$ cat config.mk
export PLATFORM = sky130hd
export DESIGN_NAME = serial_add_ctrl_flat
export DESIGN_NICKNAME = d
export VERILOG_FILES = /design/src/rtl/serial_add_ctrl_if.sv /design/src/rtl/serial_add_ctrl.sv /design/src/flat_wrapper.sv
export SDC_FILE = /design/constraint.sdc
export NUM_CORES = 1
export LEC_CHECK = 0
export CELL_PAD_IN_SITES_DETAIL_PLACEMENT = 0
export CELL_PAD_IN_SITES_GLOBAL_PLACEMENT = 1
export CORE_MARGIN = 1.5
export CORE_UTILIZATION = 35
export DETAILED_ROUTE_END_ITERATION = 10
export PLACE_DENSITY_LB_ADDON = 0.12
export SYNTH_ARGS = -nofsm -noshare
export SYNTH_HDL_FRONTEND = slang
export SYNTH_SLANG_ARGS = --single-unit
$ cat constraint.sdc
create_clock -name clk -period 2.4 [get_ports clk]
set_input_delay 0.36 -clock clk [delete_from_list [all_inputs] [get_ports clk]]
set_output_delay 0.36 -clock clk [all_outputs]
set_load 0.01 [all_outputs]
$ cat src/rtl/serial_add_ctrl_if.sv
`default_nettype none
// ============================================================================
// Module   : serial_add_ctrl_if
// Purpose  : Bundles the operation handshake, result handshake and the
//            external 4-bit adder-slice connection of serial_add_ctrl.
// Revision : 1.0 - initial release
// ============================================================================
interface serial_add_ctrl_if #(
  parameter int NIBBLES = 4
);
  localparam int W = 4 * NIBBLES;

  // operation request
  logic         in_valid;
  logic         in_ready;
  logic [W-1:0] op_a;
  logic [W-1:0] op_b;
  logic         op_sub;
  logic         cin;

  // external adder slice
  logic [3:0]   add_a;
  logic [3:0]   add_b;
  logic         add_cin;
  logic [3:0]   add_sum;
  logic         add_cout;

  // result
  logic         out_valid;
  logic         out_ready;
  logic [W-1:0] result;
  logic         carry_out;
  logic         overflow;

  // master: requester, result consumer and adder slice
  modport master (
    output in_valid, op_a, op_b, op_sub, cin, out_ready, add_sum, add_cout,
    input  in_ready, add_a, add_b, add_cin, out_valid, result, carry_out, overflow
  );

  // slave: the controller itself
  modport slave (
    input  in_valid, op_a, op_b, op_sub, cin, out_ready, add_sum, add_cout,
    output in_ready, add_a, add_b, add_cin, out_valid, result, carry_out, overflow
  );
endinterface
`default_nettype wire

$ cat src/rtl/serial_add_ctrl.sv
`default_nettype none
// ============================================================================
// Module   : serial_add_ctrl
// Purpose  : Nibble-serial add/subtract controller. Feeds one 4-bit slice of
//            the captured operands per cycle to an external adder slice and
//            assembles the W-bit result, final carry and signed overflow.
// Revision : 1.0 - initial release
// ============================================================================
module serial_add_ctrl #(
  parameter int NIBBLES = 4
) (
  input  logic             clk,
  input  logic             rst,
  serial_add_ctrl_if.slave bus
);

  localparam int W     = 4 * NIBBLES;
  localparam int IDX_W = (NIBBLES > 2) ? $clog2(NIBBLES) : 1;

  localparam logic [1:0]       c_IDLE = 2'd0;
  localparam logic [1:0]       c_RUN  = 2'd1;
  localparam logic [1:0]       c_DONE = 2'd2;
  localparam logic [IDX_W-1:0] c_LAST = IDX_W'(NIBBLES - 1);

  logic [1:0]       r_state;
  logic [IDX_W-1:0] r_idx;
  logic [W-1:0]     r_a;
  logic [W-1:0]     r_b;      // already inverted for subtraction
  logic             r_carry;
  logic [W-1:0]     r_result;
  logic             r_cout;
  logic             r_ovf;

  logic [3:0]       w_a_nib;
  logic [3:0]       w_b_nib;
  logic             w_ovf;

  // Current slice of the captured operands
  assign w_a_nib = r_a[{r_idx, 2'b00} +: 4];
  assign w_b_nib = r_b[{r_idx, 2'b00} +: 4];

  // Carry into bit 3 of the slice is recovered as a^b^sum; overflow is that
  // carry XOR the slice carry-out (only meaningful on the top nibble).
  assign w_ovf = (w_a_nib[3] ^ w_b_nib[3] ^ bus.add_sum[3]) ^ bus.add_cout;

  // Controller state, operand capture and per-nibble result assembly
  always_ff @(posedge clk) begin
    if (rst) begin
      r_state  <= c_IDLE;
      r_idx    <= '0;
      r_a      <= '0;
      r_b      <= '0;
      r_carry  <= 1'b0;
      r_result <= '0;
      r_cout   <= 1'b0;
      r_ovf    <= 1'b0;
    end else begin
      case (r_state)
        c_IDLE: begin
          if (bus.in_valid) begin
            r_a     <= bus.op_a;
            r_b     <= bus.op_sub ? ~bus.op_b : bus.op_b;
            r_carry <= bus.op_sub | bus.cin;
            r_idx   <= '0;
            r_state <= c_RUN;
          end
        end
        c_RUN: begin
          r_result[{r_idx, 2'b00} +: 4] <= bus.add_sum;
          r_carry <= bus.add_cout;
          r_idx   <= r_idx + IDX_W'(1);
          if (r_idx == c_LAST) begin
            r_cout  <= bus.add_cout;
            r_ovf   <= w_ovf;
            r_state <= c_DONE;
          end
        end
        c_DONE: begin
          if (bus.out_ready) begin
            r_state <= c_IDLE;
          end
        end
        default: r_state <= c_IDLE;
      endcase
    end
  end

  // Adder slice drive: active only while running, quiet zeros otherwise
  always_comb begin
    bus.add_a   = 4'd0;
    bus.add_b   = 4'd0;
    bus.add_cin = 1'b0;
    if (r_state == c_RUN) begin
      bus.add_a   = w_a_nib;
      bus.add_b   = w_b_nib;
      bus.add_cin = r_carry;
    end
  end

  assign bus.in_ready  = (r_state == c_IDLE);
  assign bus.out_valid = (r_state == c_DONE);
  assign bus.result    = r_result;
  assign bus.carry_out = r_cout;
  assign bus.overflow  = r_ovf;

endmodule
`default_nettype wire

$ cat src/flat_wrapper.sv
// flat-port wrapper written by rule: the top's interface ports become plain ports
module serial_add_ctrl_flat 
#(
  parameter int NIBBLES = 4
)
  (clk, rst, bus_in_valid, bus_op_a, bus_op_b, bus_op_sub, bus_cin, bus_out_ready, bus_add_sum, bus_add_cout, bus_in_ready, bus_add_a, bus_add_b, bus_add_cin, bus_out_valid, bus_result, bus_carry_out, bus_overflow);
  serial_add_ctrl_if #(.NIBBLES(NIBBLES)) bus_i ();
  input  logic clk;
  input  logic rst;
  input wire logic [$bits(bus_i.in_valid)-1:0] bus_in_valid;
  input wire logic [$bits(bus_i.op_a)-1:0] bus_op_a;
  input wire logic [$bits(bus_i.op_b)-1:0] bus_op_b;
  input wire logic [$bits(bus_i.op_sub)-1:0] bus_op_sub;
  input wire logic [$bits(bus_i.cin)-1:0] bus_cin;
  input wire logic [$bits(bus_i.out_ready)-1:0] bus_out_ready;
  input wire logic [$bits(bus_i.add_sum)-1:0] bus_add_sum;
  input wire logic [$bits(bus_i.add_cout)-1:0] bus_add_cout;
  output wire logic [$bits(bus_i.in_ready)-1:0] bus_in_ready;
  output wire logic [$bits(bus_i.add_a)-1:0] bus_add_a;
  output wire logic [$bits(bus_i.add_b)-1:0] bus_add_b;
  output wire logic [$bits(bus_i.add_cin)-1:0] bus_add_cin;
  output wire logic [$bits(bus_i.out_valid)-1:0] bus_out_valid;
  output wire logic [$bits(bus_i.result)-1:0] bus_result;
  output wire logic [$bits(bus_i.carry_out)-1:0] bus_carry_out;
  output wire logic [$bits(bus_i.overflow)-1:0] bus_overflow;
  assign bus_i.in_valid = bus_in_valid;
  assign bus_i.op_a = bus_op_a;
  assign bus_i.op_b = bus_op_b;
  assign bus_i.op_sub = bus_op_sub;
  assign bus_i.cin = bus_cin;
  assign bus_i.out_ready = bus_out_ready;
  assign bus_i.add_sum = bus_add_sum;
  assign bus_i.add_cout = bus_add_cout;
  assign bus_in_ready = bus_i.in_ready;
  assign bus_add_a = bus_i.add_a;
  assign bus_add_b = bus_i.add_b;
  assign bus_add_cin = bus_i.add_cin;
  assign bus_out_valid = bus_i.out_valid;
  assign bus_result = bus_i.result;
  assign bus_carry_out = bus_i.carry_out;
  assign bus_overflow = bus_i.overflow;
  serial_add_ctrl #(.NIBBLES(NIBBLES)) u_core (.clk(clk), .rst(rst), .bus(bus_i));
endmodule
[Word-level counts from Yosys, hierarchy flattened]
Index checks and enable logic that the tools add are counted.
Widths: inputs -> output; s select.
Storage, ports and cells
  flip-flop bits (word level): 55
  logic and storage cells: 44
  ROM bits: 0
  output and inout port bits: 29
  bits in latches: 0
  memories kept: 0
  RAM bits: 0
Cells by class
  bitwise logic cells: 5
  order comparisons: 0
  div/mod/pow operators: 0
  mux-type cells: 13
  $add $sub $neg: 2
  reductions and logical operators: 6
  multipliers: 0
  shifts and indexed selects: 4
  equality and inequality tests: 6
Operators with widths (count)
  $shiftx 16x5->4: 2
  $bwmux 16: 1
  $mux 16: 1
  $not 16->16: 1
  $shift 4x6->16 const A: 1
  $shiftx 4x6->16: 1
  $mux 2: 4
  $mux 4: 2
  $neg 4->6: 1
  $pmux 2 s3: 1
  $reduce_and 2->1: 3
  $eq 2x2->1 const B: 2
  $ne 2x2->1 const B: 2
  $pmux 2 s2: 1
  $reduce_and 3->1: 1
  $xor 1x1->1: 3
  $add 2x1->2 const B: 1
  $eq 2x1->1 const B: 1
  $logic_not 2->1: 1
  $mux 1: 2
  $ne 2x1->1 const B: 1
  $pmux 1 s2: 1
  $reduce_bool 2->1: 1
  $or 1x1->1: 1

[Longest topological paths before layout]
Gate-level depths: netlist of run 1.
  word-level depth: 4
  gate-level depth with buffers: 7

[Least setup slack after synthesis of run 1]
No wires, ideal clock.
  path type: reg2reg
  from: register u_core.r_idx[0]
  to: register u_core.r_result[0], in the netlist u_core.bus.result[0]
  slack: 418 ps
  buffers on the path: 1
  data arrival time: 1917 ps
  period minus slack after synthesis: 1982 ps
  library setup time: 65 ps
  stages on the path, launching flop included: 7
  cell sequence: dfxtp_1 > buf_2 > inv_1 > ha_1 > nor4_1 > a22oi_1 > nor2_1
Between the ends
  word-level cells in the longest chain between the ends: 3
  elaborated cells on any way between the ends: 4
RTL lines
  start, declared: line serial_add_ctrl.sv:26  | logic [IDX_W-1:0] r_idx;
  start signal, assigned: line serial_add_ctrl.sv:71  | r_idx <= r_idx + IDX_W'(1);
  $neg 4->6 *: line serial_add_ctrl.sv:69  | r_result[{r_idx, 2'b00} +: 4] <= bus.add_sum;
  $shiftx 4x6->16 / $shift 4x6->16 (equally long branches): line serial_add_ctrl.sv:69
  $bwmux 16 *: line serial_add_ctrl.sv:69
  end signal, assigned by index: line serial_add_ctrl.sv:69
  end, declared: line serial_add_ctrl.sv:30  | logic [W-1:0] r_result;
Mark *: on every way between the ends. The rest lies on a longest branch, timed or not.
A chain may end at the register's enable or synchronous reset.

[Worst setup path in the final report of run 1]
  from: register u_core.r_idx[0]
  to: output port bus_add_b[3]
Between the ends
  word-level cells in the longest chain between the ends: 2
RTL lines
  $shiftx 16x5->4: line serial_add_ctrl.sv:40  | assign w_b_nib = r_b[{r_idx, 2'b00} +: 4];
  $mux 4: line serial_add_ctrl.sv:93  | if (r_state == c_RUN) begin
  end, declared: line flat_wrapper.sv:20  | output wire logic [$bits(bus_i.add_b)-1:0] bus_add_b;
No other way between the ends.

==> impl_metrics.csv, run 1 <==
group,metric,value,unit
critical_path,crit_arrival,1.99,ns
clock_tree,cts_made_buffers,5,
drt,detail_route.wl_per_cell,13.1,um
min_path,hold_depth,2,
grt,antenna_found_initial,0,
synth,ys_seq_area_frac,0.449,
sta,tightest_slew,0.642,ns
clock_tree,hold_buffers,0,
power_and_ir_drop,clock_power_share,0.322,
sta,fin_worst_skew,0.00432,ns
grt,grt_pass1_vias,2034,
power_and_ir_drop,power.density,573,nW/um^2
synth,synth_warnings,0,
job,maxCapViolations,0,
sta,setup_viol,0,
synth,synth_top_cell_area_share,0.449,
grt,grt_pass1_wl,9540,um
die,die_area,7520,um^2
sta,timing.hold.ws,0.457,ns
grt,grt.total_usage,0.163,
synth,syn_inst,272,
power_and_ir_drop,p_sw,496,uW
place,place.gp.congestion,0.799,
power_and_ir_drop,p_sw_frac,0.249,
clock_tree,clkTransAtPathRegs,0.10,ns
sta,finalHoldViolations,0,
clock_tree,cts.sinks,55,
synth,synth.avg_cell_area,9.02,um^2
clock_tree,insertion_delay,0.31,ns
die,fp.dieW,86.7,um
sta,period_minus_slack,2.35,ns
layout,fin_area,3480,um^2
critical_path,cp-end-kind,"output port",
die,num_io_pins,72,
layout,layout-drive-gt1-share,0.0922,
power_and_ir_drop,p_int,1500,uW
critical_path,cp_data_required_time,2.04,ns
layout,diodes,0,
place,placement.cell_area,3330,um^2
place,port_buffers,71,
clock_tree,cts_tree,"built",
synth,synth_area_leaders,"dfxtp_1, xnor2_1, nor2_1",
synth,synth_flop_cell,"dfxtp_1",
critical_path,r2r-end,"u_core.bus.result[0]",
layout,area_delta_synth_final,41.7,%
place,hpwl,4140,um
sta,final-max-slew-violation-count,0,
grt,overflow,0,
grt,grt_max_degree,39,
drt,dr_total_vias,2100,
clock_tree,clock_tree.root_cell,"clkbuf_8",
critical_path,r2r-start,"u_core.r_idx[0]",
drt,ant_nets,0,
synth,netlist_area,2450,um^2
synth,synth_top_area_cell,"dfxtp_1",
drt,drt_iter0_drc,65,
drt,wirelength,5820,um
critical_path,r2r_setup_slack,0.35,ns
layout,nets,395,
synth,synth_edf_count,0,
synth,synth_cell_type_count,26,
sta,timing.final.crit_share,0.979,
critical_path,r2r.worst_path.cells,7,
clock_tree,cts_buffer_depth,2,
sta,fmax,0.426,GHz
layout,mostFrequentLayoutCell,"clkdlybuf4s50_1",
synth,ys_ff_latch,55,
power_and_ir_drop,p_seq_frac,0.498,
die,num_rows,30,
critical_path,worst-setup-path-type,"flip-flop to output port",
sta,relSlewSlack,0.571,
drt,via_per_inst,4.74,
critical_path,cp-start-kind,"flip-flop",
drt,dr.pass1.iters,4,
min_path,min_path_type,"flip-flop to flip-flop",
drt,drcViolationCount,0,
outcome,outcome,"complete, no violations",
die,fp.coreArea,6790,um^2
min_path,whs_endpoint,"u_core.r_a[1]",
synth,synthArstFlopShare,0,
power_and_ir_drop,ir_worst_vdd,0.273,mV
min_path,hold_path_startpoint,"u_core.r_a[1]",
die,initial_utilization,0.361,
die,die_h,86.7,um
critical_path,crit_path_max_fanout,6,
layout,final_cell_mix,"clkdlybuf4s50_1, dfxtp_1, nor2_1",
power_and_ir_drop,p_leak,0.00134,uW
synth,syn_nets,321,
power_and_ir_drop,p_comb_frac,0.180,
clock_tree,htree_levels,2,
==> worst max-delay path by stage <==
stage,startpoint,end
after floorplan,u_core.r_idx[0],u_core.bus.result[0]
after global placement,u_core.r_idx[0],bus_add_b[2]
after detailed placement,u_core.r_idx[0],bus_add_b[2]
after CTS,u_core.r_idx[0],bus_add_b[2]
after global routing,u_core.r_idx[0],bus_add_b[3]
final,u_core.r_idx[0],bus_add_b[3]
==> flip-flops by register name (all words and copies together), names as in the netlist <==
name	count
u_core.bus.result	16
u_core.r_a	16
u_core.r_b	16
u_core.r_idx	2
u_core.r_state	2
u_core.bus.carry_out	1
u_core.bus.overflow	1
u_core.r_carry	1
==> synthesized netlist by cell type, types with 6 or more instances <==
master and n:
a21oi_1 21, buf_2 6, clkbuf_1 11, and2_1 9
nand2_1 39, mux4_2 6, ha_1 6, dfxtp_1 55
a211oi_1 16, a22oi_1 14, xnor2_1 19, nor2_1 40
==> critical path, cell delays in order, from the launching register on <==
cell and delay, ns:
dfxtp_4 0.41, mux4_1 0.61, and2_1 0.19, clkdlybuf4s50_1 0.47
==> layer usage <==
metal,global-route usage,up-vias,part of all wire
li1,-,1090,-
met1,0.220,961,0.49
met2,0.261,41,0.46
met3,0.0314,8,0.035
met4,0.0528,0,0.013
met5,0,-,0
==> timing repair <==
item,4_1_cts,5_1_grt
setup endpoints to repair,8,6
setup buffers,0,2
cloned,0,0
pin swaps,0,0
gates resized for setup,2,5
==> area by class of cell <==
cell class                      instances  area (um^2)
Fill cell                             669         3320
Multi-Input combinational cell        195         1270
Clock buffer                            6         82.6
Sequential cell                        55         1100
Clock inverter                          2         35.0
Tap cell                               96          120
Timing Repair Buffer                   86          856
Inverter                                3         11.3
==> per-stage QoR <==
step                      total power (uW)  setup WS [ns]  instances  utilization  TNS (ns)
final                                 1990         0.0506        443        0.512         0
after detailed placement              1370          0.184        433        0.490         0
after CTS                             2010        0.00184        441        0.508         0
after global routing                  2090       -0.00225        443        0.512  -0.00225
after global placement                1370          0.180        433        0.490         0
after floorplan                       1210          0.418        272            -         0
==> power groups by stage <==
stage | Sequential (uW) | Clock [uW] | Combinational (uW)
after floorplan | 1010 | 0 | 204
after global placement | 1010 | 0 | 360
after detailed placement | 1010 | 0 | 361
after CTS | 992 | 660 | 362
after global routing | 997 | 694 | 399
final | 991 | 641 | 359
==> cell families after synthesis <==
kind of cell             share of synthesized area
multiplexers                                0.0765
AND/OR/NAND/NOR                              0.187
AO/OA/AOI/OAI                                0.153
XOR/XNOR                                    0.0678
buffers and inverters                       0.0367
flip-flops                                   0.449
adder cells (fa/ha/maj)                     0.0306
Power figures use the tool's default switching activity.
==> run 2: changes to the inputs <==
Settings changed: CORE_UTILIZATION 35 to 31.
Clock period 2.4 ns to 2 ns, I/O delays scaled along.
==> impl_metrics.csv, run 2 (synthesis results as in run 1) <==
group,metric,value,unit
sta,tightest_slew,0.455,ns
place,hpwl,4250,um
grt,grt.total_usage,0.146,
sta,relSlewSlack,0.697,
layout,area_delta_synth_final,46.7,%
sta,fmax,0.516,GHz
clock_tree,cts_buffer_depth,2,
critical_path,cp-end-kind,"output port",
power_and_ir_drop,power.density,636,nW/um^2
grt,antenna_found_initial,0,
die,num_rows,32,
clock_tree,cts_tree,"built",
sta,finalHoldViolations,0,
critical_path,crit_arrival,1.64,ns
power_and_ir_drop,ir_worst_vdd,0.275,mV
clock_tree,clock_tree.root_cell,"clkbuf_8",
critical_path,cp_data_required_time,1.70,ns
layout,final_cell_mix,"clkdlybuf4s50_1, dfxtp_1, nor2_1",
die,num_io_pins,72,
sta,final-max-slew-violation-count,0,
layout,nets,406,
clock_tree,cts_made_buffers,5,
sta,fin_worst_skew,0.00854,ns
clock_tree,htree_levels,2,
sta,rsz0062_at_grt,"true",
grt,grt_pass1_vias,2030,
drt,wirelength,6150,um
critical_path,crit_path_max_fanout,4,
drt,ant_nets,0,
drt,drcViolationCount,0,
critical_path,cp-start-kind,"flip-flop",
drt,detail_route.wl_per_cell,13.4,um
sta,timing.final.crit_share,0.968,
outcome,outcome,"complete, no violations",
place,placement.cell_area,3380,um^2
job,maxCapViolations,0,
grt,grt_pass1_wl,9780,um
clock_tree,cts.sinks,55,
die,fp.dieW,92.0,um
clock_tree,clkTransAtPathRegs,0.10,ns
sta,setup_slack,0.0637,ns
layout,mostFrequentLayoutCell,"clkdlybuf4s50_1",
min_path,min_path_type,"primary input to flip-flop",
place,place.gp.congestion,0.736,
die,die_area,8460,um^2
layout,diodes,0,
place,post-place-ws,0.0189,ns
drt,drt_iter0_drc,54,
layout,final_util,0.468,
critical_path,worst-setup-path-type,"flip-flop to output port",
die,die_h,92.0,um
layout,fin_area,3600,um^2
place,port_buffers,71,
grt,overflow,0,
drt,dr_total_vias,2161,
drt,via_per_inst,4.70,
die,initial_utilization,0.319,
sta,period_minus_slack,1.94,ns
grt,grt_max_degree,50,
sta,setup_viol,0,
layout,layout-drive-gt1-share,0.179,
drt,dr.pass1.iters,4,
power_and_ir_drop,p_leak,0.00132,uW
die,fp.coreArea,7690,um^2
clock_tree,insertion_delay,0.31,ns
## run 2: layout make-up
type / count / area (um^2)
Fill cell: 778 / 4090
Timing Repair Buffer: 97 / 932
Clock buffer: 7 / 76.3
Clock inverter: 1 / 5.00
Tap cell: 102 / 128
Multi-Input combinational cell: 195 / 1340
Inverter: 3 / 15.0
Sequential cell: 55 / 1110
## run 2: final timing paths
check / from / to / slack, ns / depth (start not counted)
setup / recovery: u_core.r_idx[0] / bus_add_b[1] / 0.06 / 5
hold reg to reg: u_core.bus.carry_out / u_core.bus.carry_out / 0.46 / 2
hold / removal: rst / u_core.bus.result[0] / 0.41 / 2
setup reg to reg: u_core.r_idx[0] / u_core.bus.result[13] / 0.11 / 8
## run 2: critical path, cell delays in order (launching register included)
cell and delay [ns]:
dfxtp_4 0.37, buf_6 0.12, buf_12 0.10, mux4_2 0.47, and2_4 0.15, buf_6 0.11
## run 2: layer usage
| metal | GRT usage | wire length (um) | part of all wire |
|---|---|---|---|
| met1 | 0.193 | 2980 | 0.48 |
| met2 | 0.236 | 2830 | 0.46 |
| met3 | 0.0307 | 272 | 0.044 |
| met4 | 0.0526 | 68 | 0.011 |
| met5 | 0 | 0 | 0 |
## run 2: repair_timing
item                                    CTS  global route
buffers inserted                          3             5
gates resized for setup                  31            24
hold buffers                              0             0
pin swaps                                 0             5
endpoints found under the setup margin    9            19
## run 2: report_power, final
part	internal [uW]	switching [uW]	leakage, uW	total [uW]
registers	1160	30.4	0.000452	1190
logic	274	220	0.000824	494
clock network	247	360	0.0000422	608
## run 2: through the flow
| step | std cells | setup TNS [ns] | total power [uW] | hold WS [ns] |
|---|---|---|---|---|
| floorplan | 272 | 0 | 1450 | 0.432 |
| global placement | 445 | 0 | 1660 | 0.441 |
| detailed placement | 445 | 0 | 1660 | 0.444 |
| CTS | 456 | -0.0571 | 2260 | 0.413 |
| global route | 460 | -0.0947 | 2410 | 0.440 |
| finish | 460 | 0 | 2290 | 0.406 |
==> run 3: changes to the inputs <==
Settings changed: MAX_ROUTING_LAYER set to met4.
==> impl_metrics.csv, run 3 (synthesis results as in run 1) <==
group,metric,value,unit
critical_path,r2r-start,"u_core.r_idx[0]",
place,place.gp.congestion,0.745,
place,hpwl,4250,um
critical_path,cp-start-kind,"flip-flop",
critical_path,cp-endpoint,"bus_add_b[1]",
die,fp.coreArea,7690,um^2
layout,layout-drive-gt1-share,0.179,
clock_tree,clkTransAtPathRegs,0.10,ns
layout,mostFrequentLayoutCell,"clkdlybuf4s50_1",
outcome,outcome,"complete, no violations",
power_and_ir_drop,p_leak,0.00132,uW
critical_path,crit_arrival,1.64,ns
clock_tree,cts_made_buffers,5,
place,dp_cells,445,
die,die_area,8460,um^2
drt,via_per_inst,4.70,
drt,dr.pass1.iters,5,
sta,fmax,0.516,GHz
critical_path,max_stage_delay,0.47,ns
critical_path,r2r-end,"u_core.bus.result[14]",
die,die_h,92.0,um
layout,fin_cells,460,
grt,grt.total_usage,0.150,
clock_tree,clock_tree.root_cell,"clkbuf_8",
critical_path,crit_top_cell,"buf_6",
job,maxCapViolations,0,
drt,dr_total_vias,2160,
die,fp.dieW,92.0,um
sta,finalHoldViolations,0,
die,num_io_pins,72,
critical_path,cp_data_required_time,1.70,ns
clock_tree,cts_tree,"built",
sta,setup_slack,0.0622,ns
sta,relSlewSlack,0.697,
grt,overflow,0,
min_path,min_path_type,"primary input to flip-flop",
sta,setup_viol,0,
grt,grt_pass1_vias,2036,
layout,fill_cells,778,
drt,wirelength,6180,um
grt,antenna_found_initial,0,
critical_path,cp-end-kind,"output port",
place,port_buffers,71,
layout,diodes,0,
place,post-place-ws,0.0189,ns
critical_path,critPathLaunch,"u_core.r_idx[0]",
power_and_ir_drop,power.density,636,nW/um^2
sta,fin_worst_skew,0.00759,ns
sta,rsz0062_at_grt,"true",
clock_tree,hold_buffers,0,
power_and_ir_drop,ir_worst_vdd,0.275,mV
clock_tree,insertion_delay,0.31,ns
layout,area_delta_synth_final,46.7,%
critical_path,cp_cell_sequence,"buf_6 > buf_12 > mux4_2 > and2_4 > buf_6",
critical_path,r2r.worst_path.cells,8,
drt,ant_nets,0,
drt,drt_iter0_drc,51,
layout,seq_area,1110,um^2
sta,tightest_slew,0.455,ns
clock_tree,cts.sinks,55,
layout,final_cell_mix,"clkdlybuf4s50_1, dfxtp_1, nor2_1",
die,initial_utilization,0.319,
layout,multiInputGateArea,1340,um^2
clock_tree,htree_levels,2,
sta,finalSetupTns,0,ns
layout,nets,406,
grt,grt_pass1_wl,9800,um
sta,period_minus_slack,1.94,ns
critical_path,worst-setup-path-type,"flip-flop to output port",
drt,drcViolationCount,0,
grt,grt_max_degree,50,
die,num_rows,32,
critical_path,r2r_setup_slack,0.12,ns
sta,timing.final.crit_share,0.969,
clock_tree,cts_buffer_depth,2,
sta,final-max-slew-violation-count,0,
drt,detail_route.wl_per_cell,13.4,um
critical_path,crit_path_max_fanout,4,
critical_path,slowest_stage,"mux4_2",
[run 3: per-stage QoR]
| stage | util | power (uW) | instance area, um^2 | hold WS, ns |
|---|---|---|---|---|
| 2_1_floorplan | - | 1450 | 2450 | 0.432 |
| 3_3_place_gp | 0.440 | 1660 | 3380 | 0.441 |
| 3_5_place_dp | 0.440 | 1660 | 3380 | 0.444 |
| 4_1_cts | 0.452 | 2260 | 3480 | 0.413 |
| 5_1_grt | 0.468 | 2410 | 3600 | 0.440 |
| 6_report | 0.468 | 2290 | 3600 | 0.406 |
[run 3: per-layer routing]
layer	wire length, um	up-vias	track usage
met2	2840	48	0.234
li1	-	1110	-
met3	209	7	0.0299
met1	3040	995	0.195
met5	0	-	-
met4	84	0	0.0526
[run 3: worst max-delay path, delay by kind of cell (launching register included)]
family	cells	cell delay, ns
buffers and inverters	3	0.33
DFF	1	0.38
muxes	1	0.47
and+or+nand+nor	1	0.15
[run 3: power breakdown]
group          total (uW)  switching, uW  internal, uW
registers            1190           30.4          1160
logic                 494            220           274
clock network         607            360           247
[run 3: area by class of cell]
type                    count  share of cell area
multi-input cells         195               0.371
flip-flops and latches     55               0.307
repair buffers             97               0.259
well taps                 102              0.0355
clock buffers               7              0.0212
inverters                   3             0.00417
clock inverters             1             0.00139
[run 3: worst min path at each step]
stage | from | endpoint | slack (ns) | cells after the start
3_3_place_gp | u_core.r_a[4] | u_core.r_a[4] | 0.44 | 2
4_1_cts | rst | u_core.bus.result[0] | 0.41 | 2
6_report | rst | u_core.bus.result[0] | 0.41 | 2
2_1_floorplan | u_core.r_a[4] | u_core.r_a[4] | 0.43 | 2
5_1_grt | rst | u_core.bus.result[0] | 0.44 | 2
3_5_place_dp | u_core.r_a[4] | u_core.r_a[4] | 0.44 | 2
[run 3: what timing repair did]
item / CTS / global route
pin swaps: 0 / 5
setup buffers: 3 / 5
cloned: 0 / 0
resized for setup: 31 / 24
endpoints found under the setup margin: 9 / 19
